### config.mk
export PLATFORM = sky130hd
export DESIGN_NAME = mux_select_bank
export DESIGN_NICKNAME = d
export VERILOG_FILES = /design/src/rtl/mux_pkg.sv /design/src/rtl/mux4.sv /design/src/rtl/mux_select_bank.sv
export SDC_FILE = /design/constraint.sdc
export NUM_CORES = 1
export LEC_CHECK = 0
export CAP_MARGIN = 0
export CORE_AREA = 10 10 56 58
export CTS_CLUSTER_DIAMETER = 80
export DETAILED_ROUTE_END_ITERATION = 6
export DIE_AREA = 0 0 66 68
export PLACE_DENSITY = 0.84
export SLEW_MARGIN = 20
export SYNTH_ARGS = -nofsm -noshare
export SYNTH_HDL_FRONTEND = slang
export SYNTH_SLANG_ARGS = --single-unit
### constraint.sdc
create_clock -name clk -period 1.11 [get_ports clk]
set_clock_uncertainty 0.1 [all_clocks]
set_input_delay 0.111 -clock clk [delete_from_list [all_inputs] [get_ports clk]]
set_output_delay 0.111 -clock clk [all_outputs]
set_load 0.02 [all_outputs]
### src/rtl/mux_pkg.sv
// Shared definitions for the select-bank multiplexers: select encodings
// and the default bus width.
package mux_pkg;

  localparam int BUS_W_DEFAULT = 8;

  localparam logic [1:0] SEL_A = 2'b00;
  localparam logic [1:0] SEL_B = 2'b01;
  localparam logic [1:0] SEL_C = 2'b10;
  localparam logic [1:0] SEL_D = 2'b11;

endpackage : mux_pkg

### src/rtl/mux4.sv
// Parameterised 4:1 multiplexer. A select carrying X/Z falls through to
// the default branch and drives all zeros rather than propagating garbage.
module mux4
  import mux_pkg::*;
#(
  parameter int WIDTH = 1
) (
  input  logic [WIDTH-1:0] in_a,
  input  logic [WIDTH-1:0] in_b,
  input  logic [WIDTH-1:0] in_c,
  input  logic [WIDTH-1:0] in_d,
  input  logic [1:0]       sel,
  output logic [WIDTH-1:0] y
);

  // Pick one of four inputs; unknown selects resolve to zero.
  always_comb begin
    // NOTE: assigning a default before the case guarantees every path
    // writes y, so no latch can be inferred even if a branch is dropped.
    y = '0;
    case (sel)
      SEL_A:   y = in_a;
      SEL_B:   y = in_b;
      SEL_C:   y = in_c;
      SEL_D:   y = in_d;
      default: y = '0;
    endcase
  end

endmodule : mux4

### src/rtl/mux_select_bank.sv
// Bank of three independent multiplexers (2:1 bit, 4:1 bit, 4:1 bus),
// each with a combinational output and a one-cycle registered copy.
module mux_select_bank
  import mux_pkg::*;
#(
  parameter int BUS_W = BUS_W_DEFAULT
) (
  input  logic             clk,
  input  logic             rst,
  // 2:1 mux
  input  logic             i_a,
  input  logic             i_b,
  input  logic             select,
  output logic             o_data,
  output logic             o_data_q,
  // 4:1 bit mux
  input  logic             a,
  input  logic             b,
  input  logic             c,
  input  logic             d,
  input  logic [1:0]       sel4,
  output logic             out4,
  output logic             out4_q,
  // 4:1 bus mux
  input  logic [BUS_W-1:0] bus_a,
  input  logic [BUS_W-1:0] bus_b,
  input  logic [BUS_W-1:0] bus_c,
  input  logic [BUS_W-1:0] bus_d,
  input  logic [1:0]       bus_sel,
  output logic [BUS_W-1:0] bus_out,
  output logic [BUS_W-1:0] bus_out_q
);

  // Inline 2:1 mux; an unknown select drives zero.
  always_comb begin
    o_data = 1'b0;
    case (select)
      1'b0:    o_data = i_a;
      1'b1:    o_data = i_b;
      default: o_data = 1'b0;
    endcase
  end

  mux4 #(.WIDTH(1)) u_bit_mux (
    .in_a (a),
    .in_b (b),
    .in_c (c),
    .in_d (d),
    .sel  (sel4),
    .y    (out4)
  );

  mux4 #(.WIDTH(BUS_W)) u_bus_mux (
    .in_a (bus_a),
    .in_b (bus_b),
    .in_c (bus_c),
    .in_d (bus_d),
    .sel  (bus_sel),
    .y    (bus_out)
  );

  // Register every combinational result each cycle; reset clears at once.
  always_ff @(posedge clk or posedge rst) begin
    if (rst) begin
      o_data_q  <= 1'b0;
      out4_q    <= 1'b0;
      bus_out_q <= '0;
    end else begin
      // NOTE: non-blocking assignments keep all three registers sampling
      // pre-edge values, independent of statement order.
      o_data_q  <= o_data;
      out4_q    <= out4;
      bus_out_q <= bus_out;
    end
  end

endmodule : mux_select_bank

**Yosys cells after proc, flatten, opt, wreduce, memory -nomap -nowiden**

Cells that the tools add are included.

- Register bits after elaboration: 10
- Bits of input ports: 45
- Output and inout port bits: 20
- Word-level logic and storage cells: 15

- Equality and inequality tests: 6
- Muxes and demuxes: 3
- Bitwise operators: 1
- Reduce and logical (&&, ||, !) cells: 2

Operators by type and width:

| kind | number |
|---|---|
| 8-bit case mux with 4 select lines | 1 |
| 2-bit == test, second input constant | 4 |
| 2-bit by 1-bit == test with 1-bit output, second input constant | 2 |
| 2-bit zero test | 2 |
| 1-bit case mux with 4 select lines | 1 |
| 1-bit case mux with 2 select lines | 1 |
| 1-bit NOT | 1 |

**Logic depth before layout (Yosys ltp)**

Gate-level depths: netlist (run 1).

- Depth in word-level cells: 2
- Gate-level depth with buffers: 2
- Depth with buffers taken out: 1

**Modules after synthesis**

Synthesis (run 1) repeated with hierarchy kept, for this count alone.

- Cells, all modules: 23
- Area, all modules: 488.0 um^2

Modules (own cells, without submodules):

| module | times used | cells each | area each (um^2) | seq. area each (um^2) |
|---|---|---|---|---|
| mux_select_bank | 1 | 12 | 269.0 | 250.2 |
| mux4 (u_bus_mux) | 1 | 10 | 196.4 | 0.0 |
| mux4 (u_bit_mux) | 1 | 1 | 22.5 | 0.0 |

**Worst setup path before layout (run 1)**

Ideal clock, no wire load.

- Kind: input -> register
- Start point: input port bus_sel[0]
- End point: register bus_out_q[0]
- Setup time: 0.165 ns
- Arrival time: 0.823 ns
- Required time: 0.845 ns
- Slack: 0.022 ns
- Stages on the path: 2
- Path buffers: 1
- Cells stage by stage: buf_6 -> mux4_2

- Cells in the longest elaborated chain, start to end: 2
- Elaborated cells on any way between the ends: 5
- Those cells by class: 3 x eq/ne; 1 x mux; 1 x reduce/logical

RTL lines:

| item | RTL line | RTL |
|---|---|---|
| start, declared | mux_select_bank.sv:29 | `input logic [1:0] bus_sel,` |
| 2-bit == test (tied with other cells) | mux4.sv:21 | `case (sel)` |
| 8-bit case mux with 4 select lines (*) | mux4.sv:21 |  |
| via bus_out[0] | mux_select_bank.sv:30 | `output logic [BUS_W-1:0] bus_out,` |
| end signal, assigned | mux_select_bank.sv:73 | `bus_out_q <= bus_out;` |
| end, declared | mux_select_bank.sv:31 | `output logic [BUS_W-1:0] bus_out_q` |

Mark *: on every way through the listed nets, which the timed path passes. The rest lies on a longest branch.

**Worst setup path in the final report (run 1)**

- Start point: input port bus_c[4]
- End point: output port bus_out[4]

- Cells in the longest elaborated chain, start to end: 1

RTL lines:

| item | RTL line | RTL |
|---|---|---|
| start, declared | mux_select_bank.sv:27 | `input logic [BUS_W-1:0] bus_c,` |
| 8-bit case mux with 4 select lines | mux4.sv:21 |  |
| end, declared | mux_select_bank.sv:30 |  |

No other way between the ends.

==> results.md, run 1 <==
- Crit-path max FO: 2
- First-pass GRT wire length: between 3000 and 4000 um
- Post-synthesis average cell area: 21.1 sq um
- CP required: ~0.90 ns
- Pre-CTS worst setup slack: -0.957 ns
- Finished Cell Area: 1040 sq um
- Die H: 68 um
- Slew margin rel.: 0.751
- # diodes: 0
- Die Area: 4490 sq um
- Final Cycle Share: 1.01
- IO Port Bufs: between 60 and 70
- Final Critical Period: 1.12 ns
- Clock Sinks: 10
- Area after DPL: between 1000 and 1500 sq um
- Mapped cell area: 484 sq um
- Synth top area cells: dfrtp_1 (52%), mux4_2 (42%), buf_6 (2.3%)
- Status: finished, violations left
- Worst IR Drop VDD: 0.463 mV
- Gate Count Post-Synth: 23
- Die Width: between 60 and 70 um
- # setup viols final: 3
- Sequential area share after synthesis: 0.517
- Startpoint types: input pin
- Synth cell types: 6
- Max-Cap Viols: 0
- Post-DRT Antenna Nets: 0
- Drt pass-1 iters: 1
- Area growth, synth to finish: 114%
- Final Worst Setup Slack: -0.0146 ns
- F_max: 889 MHz
- Element type at the critical path end: output pin
- GP Congestion: between 0.6 and 0.7
- Hold/Removal Path Class: in2async
- Clock Path Buffers: 2
- Syn Nets: 68
- Area share of the largest cell type after synthesis: 0.517
- Initial core utilization: 0.230
- DR DRC count: 0
- H-tree depth: 1
- # nets final: 141
- Vias in the first global route: 620
- Final hold violation count: 0
- Worst-Margin Slew: 0.373 ns
- Via count: 520
- Total grt overflow: 0
- Ys Warns: 0
- Routed wire length: 2190 um
- Cts hold-fix bufs: 0
- Failing checks: setup timing
- Pwr Density: 1130 nW/um^2
- Pin count of the biggest net entering global routing: 11
- Core ar.: 2110 sq um
- Max Slew Vio Count: 0
- Total track usage: 0.0930
- Layout cells sized above 1: 0.811
- Synth area leader: dfrtp_1
- Wire per inst: between 15 and 20 um
- RSZ-0062 raised after global routing: yes
- Initial antenna violation count: 0
- CTS tree: yes
- Worst Path Arrival: 0.91 ns
- CP Class: in2out
- Clock buffer count from CTS: 3
- I/O pins: 65
- Vias per inst: about 4.2
- # rows: 17
- LEAKAGE: 0.000528 uW
- Clock root buffer: clkbuf_4
- Yosys reg bits: 10
- Detailed Route Iter0 Violations: 0
- CTS clock-pin slew for the worst setup and hold paths: 0.06 ns
-- area by class of cell --
cell class,count,area [sq um]
Clock buffer,4,36.3
Fill cell,185,1070
Inverter,1,3.75
Multi-Input combinational cell,10,218
Sequential cell,10,250
Tap cell,28,35.0
Timing Repair Buffer,70,495
-- critical path, stage by stage --
cell             delay [ns]
clkdlybuf4s15_1        0.16
mux4_2                 0.49
buf_6                  0.16
-- metal layers --
| metal | global-route usage | wire length [um] | share of wire |
|---|---|---|---|
| met5 | 0 | 0 | 0 |
| met4 | 0.0471 | 32 | 0.015 |
| met3 | 0.0489 | 250 | 0.11 |
| met2 | 0.164 | 1160 | 0.53 |
| met1 | 0.0869 | 749 | 0.34 |
-- flip-flops by register name, summed over array words and instances (netlist names) --
signal	flops
bus_out_q	8
out4_q	1
o_data_q	1
-- layout by cell type (no fill, tap or decap), drive strengths merged --
cell type      netlist  final
clkdlybuf4s50        0      1
inv                  1      1
mux2                 1      1
dfrtp               10     10
buf                  1     52
clkdlybuf4s15        0      5
clkbuf               1     12
dlygate4sd2          0      4
mux4                 9      9
-- worst paths after layout --
check / startpoint / to / slack [ns] / cells past startpoint
max in group asynchronous: rst / bus_out_q[7]$_DFF_PP0_ / 0.61 / 2
setup / recovery: bus_c[4] / bus_out[4] / -0.01 / 3
hold / removal: rst / bus_out_q[2]$_DFF_PP0_ / 0.03 / 2
min in group clk: a / out4_q$_DFF_PP0_ / 0.10 / 2
-- report_power, final --
part | switching (uW) | total [uW] | internal [uW]
sequential | 8.16 | 408 | 400
clock | 111 | 310 | 199
combinational | 205 | 451 | 246
-- synthesized netlist by cell type --
cell type / count
dfrtp_1: 10
mux4_2: 9
inv_1: 1
buf_6: 1
clkbuf_2: 1
mux2_2: 1
-- per-stage QoR --
stage                      util  cells  hold WS, ns  TNS, ns  total power, uW
after floorplan               -     23       -0.149        0              605
after global placement    0.556    115        0.301   -12.38              923
after detailed placement  0.556    115        0.303   -12.59              931
after CTS                 0.516    119       0.0334  -0.0407             1190
after global routing      0.493    123       0.0528   -0.175             1230
final                     0.493    123       0.0301  -0.0252             1170
-- logic make-up (layout without fill, tap and decap cells) --
logic type | Yosys count | in the layout | synth area share
buffers and inverters | 3 | 75 | 0.0413
DFF | 10 | 10 | 0.517
muxes | 10 | 10 | 0.442
-- what timing repair did --
action	4_1_cts	5_1_grt
resized for setup	210	14
setup endpoints to repair	28	16
setup buffers	1	4
Power figures use the tool's default switching activity.
==> run 2: changes to the inputs <==
--- a/config.mk
+++ b/config.mk
@@ -6,11 +6,13 @@
 export NUM_CORES = 1
 export LEC_CHECK = 0
 export CAP_MARGIN = 0
-export CORE_AREA = 10 10 56 58
+export CORE_AREA = 10 10 60 62
 export CTS_CLUSTER_DIAMETER = 80
+export CTS_CLUSTER_SIZE = 28
 export DETAILED_ROUTE_END_ITERATION = 6
-export DIE_AREA = 0 0 66 68
-export PLACE_DENSITY = 0.84
+export DIE_AREA = 0 0 70 72
+export GPL_TIMING_DRIVEN = 0
+export PLACE_DENSITY = 0.76
 export SLEW_MARGIN = 20
 export SYNTH_ARGS = -nofsm -noshare
 export SYNTH_HDL_FRONTEND = slang
==> constraint.sdc (replaced) <==
create_clock -name clk -period 0.9 [get_ports clk]
set_clock_uncertainty 0.1 [all_clocks]
set_input_delay 0.09 -clock clk [delete_from_list [all_inputs] [get_ports clk]]
set_output_delay 0.09 -clock clk [all_outputs]
set_load 0.02 [all_outputs]
==> run 2 against run 1 <==
Combinational power is 40% higher. Die area is 12% higher. Worst hold slack worse by 0.030 ns. Sequential power is 26% higher. The run still ends with setup timing left. Core utilization is 2.2 points lower. Critical path depth stayed put. Critical endpoint is now bus_out[3]. Highest routed layer is now met3. Via count is 0.96% lower. Flip-flop and latch count stayed put.
==> results.md, run 2 (synthesis results as in run 1) <==
- Wire per inst: 16.7 um
- RSZ-0062 raised after global routing: yes
- CTS clock-pin slew for the worst setup and hold paths: 0.05 ns
- Post-DRT Antenna Nets: 0
- Crit-path max FO: 8
- # nets final: 145
- Pwr Density: approximately 1200 nW/um^2
- Final Critical Period: 1.07 ns
- Element type at the critical path end: output pin
- Detailed placement HPWL: 1970 um
- Detailed Route Iter0 Violations: 2
- H-tree depth: 1
- Failing checks: setup timing
- LEAKAGE: 0.000564 uW
- Final hold violation count: 0
- Slew margin rel.: 0.779
- CP required: 0.71 ns
- # setup viols final: 21
- IO Port Bufs: 62
- Routed wire length: ~2100 um
- # diodes: 0
- Finished Core Util: 0.471
- Initial core utilization: 0.199
- Die Area: 5040 sq um
- CTS tree: yes
- Layout cells sized above 1: 0.765
- Pin count of the biggest net entering global routing: 11
- CP Class: in2out
- Worst IR Drop VDD: 0.595 mV
- DR DRC count: 0
- Max Slew Vio Count: 0
- Clock root buffer: clkbuf_4
- Drt pass-1 iters: 2
- Vias per inst: 4.02
- Design Power: 1410 uW
- Core ar.: 2430 sq um
- Pre-CTS worst setup slack: -0.954 ns
- Startpoint types: input pin
- Die H: between 70 and 80 um
- Largest regs: bus_out_q: 8 flops, o_data_q: 1 flops, out4_q: 1 flops
- Area growth, synth to finish: 136%
- Clock Sinks: 10
- Final Cycle Share: 1.19
- Clock buffer count from CTS: 3
- Total grt overflow: 0
- Reg with most FFs: bus_out_q
- Total track usage: 0.0816
- Commonest non-fill, non-tap cell in the layout: buf_6
- Clock Path Buffers: 2
- First-pass GRT wire length: 3320 um
- Commonest non-fill, non-tap cells in the layout: buf_6 (23), buf_2 (22), dfrtp_1 (10), clkdlybuf4s15_1 (10), buf_4 (10)
- # rows: 18
- WHS: 0.000285 ns
- Worst-Margin Slew: 0.331 ns
- Worst Path Arrival: 0.88 ns
- Vias in the first global route: 673
- GP Congestion: 0.697
- Die Width: 70 um
- Initial antenna violation count: 0
- Max-Cap Viols: 0
- Via count: ~520
- I/O pins: between 60 and 70
- Status: finished, violations left
- Max reg flops: 8
- Hold/Removal Path Class: in2async
- Final Worst Setup Slack: -0.168 ns
- F_max: ~940 MHz
==> run 2: power by group <==
part / internal (uW) / switching [uW] / total (uW) / leakage [uW]
sequential: 495 / 19.5 / 515 / 0.000117
clock: 152 / 111 / 263 / 0.0000138
combinational: 382 / 251 / 633 / 0.000434
==> run 2: metrics by stage <==
step	cells	TNS, ns	instance area (sq um)
2_1_floorplan	23	-1.58	493
3_3_place_gp	115	-13.49	1150
3_5_place_dp	115	-13.79	1150
4_1_cts	126	-1.97	1140
5_1_grt	128	-2.41	1140
6_report	128	-1.86	1140
==> run 2: critical path, cell delays in order <==
cell and delay [ns]:
buf_12 0.11, mux4_2 0.52, buf_6 0.15
==> run 2: layout make-up <==
class	instances	area, sq um
Clock buffer	3	22.5
Fill cell	241	1290
Sequential cell	10	250
Multi-Input combinational cell	10	218
Inverter	1	3.75
Timing Repair Buffer	72	588
Tap cell	30	37.5
Buffer	2	25.0
==> run 2: worst max path at each step <==
| stage | startpoint | to | slack (ns) | depth (start not counted) |
|---|---|---|---|---|
| 2_1_floorplan | bus_sel[0] | bus_out_q[0]$_DFF_PP0_ | -0.14 | 2 |
| 3_3_place_gp | sel4[0] | out4 | -0.93 | 3 |
| 3_5_place_dp | sel4[0] | out4 | -0.95 | 3 |
| 4_1_cts | bus_sel[0] | bus_out[5] | -0.18 | 3 |
| 5_1_grt | bus_sel[0] | bus_out[4] | -0.20 | 3 |
| 6_report | bus_sel[0] | bus_out[3] | -0.17 | 3 |
==> run 2: timing repair <==
item / 4_1_cts / 5_1_grt
resized for setup: 232 / 7
endpoints found under the hold margin: 5 / 0
setup buffers: 8 / 2
endpoints found under the setup margin: 29 / 19
==> run 2: metal layers <==
| layer | vias to the layer above | track usage | share of wire |
|---|---|---|---|
| li1 | 246 | - | - |
| met1 | 234 | 0.0685 | 0.31 |
| met3 | 0 | 0.0449 | 0.13 |
| met2 | 35 | 0.150 | 0.56 |
| met4 | 0 | 0.0461 | 0 |
| met5 | - | 0 | 0 |
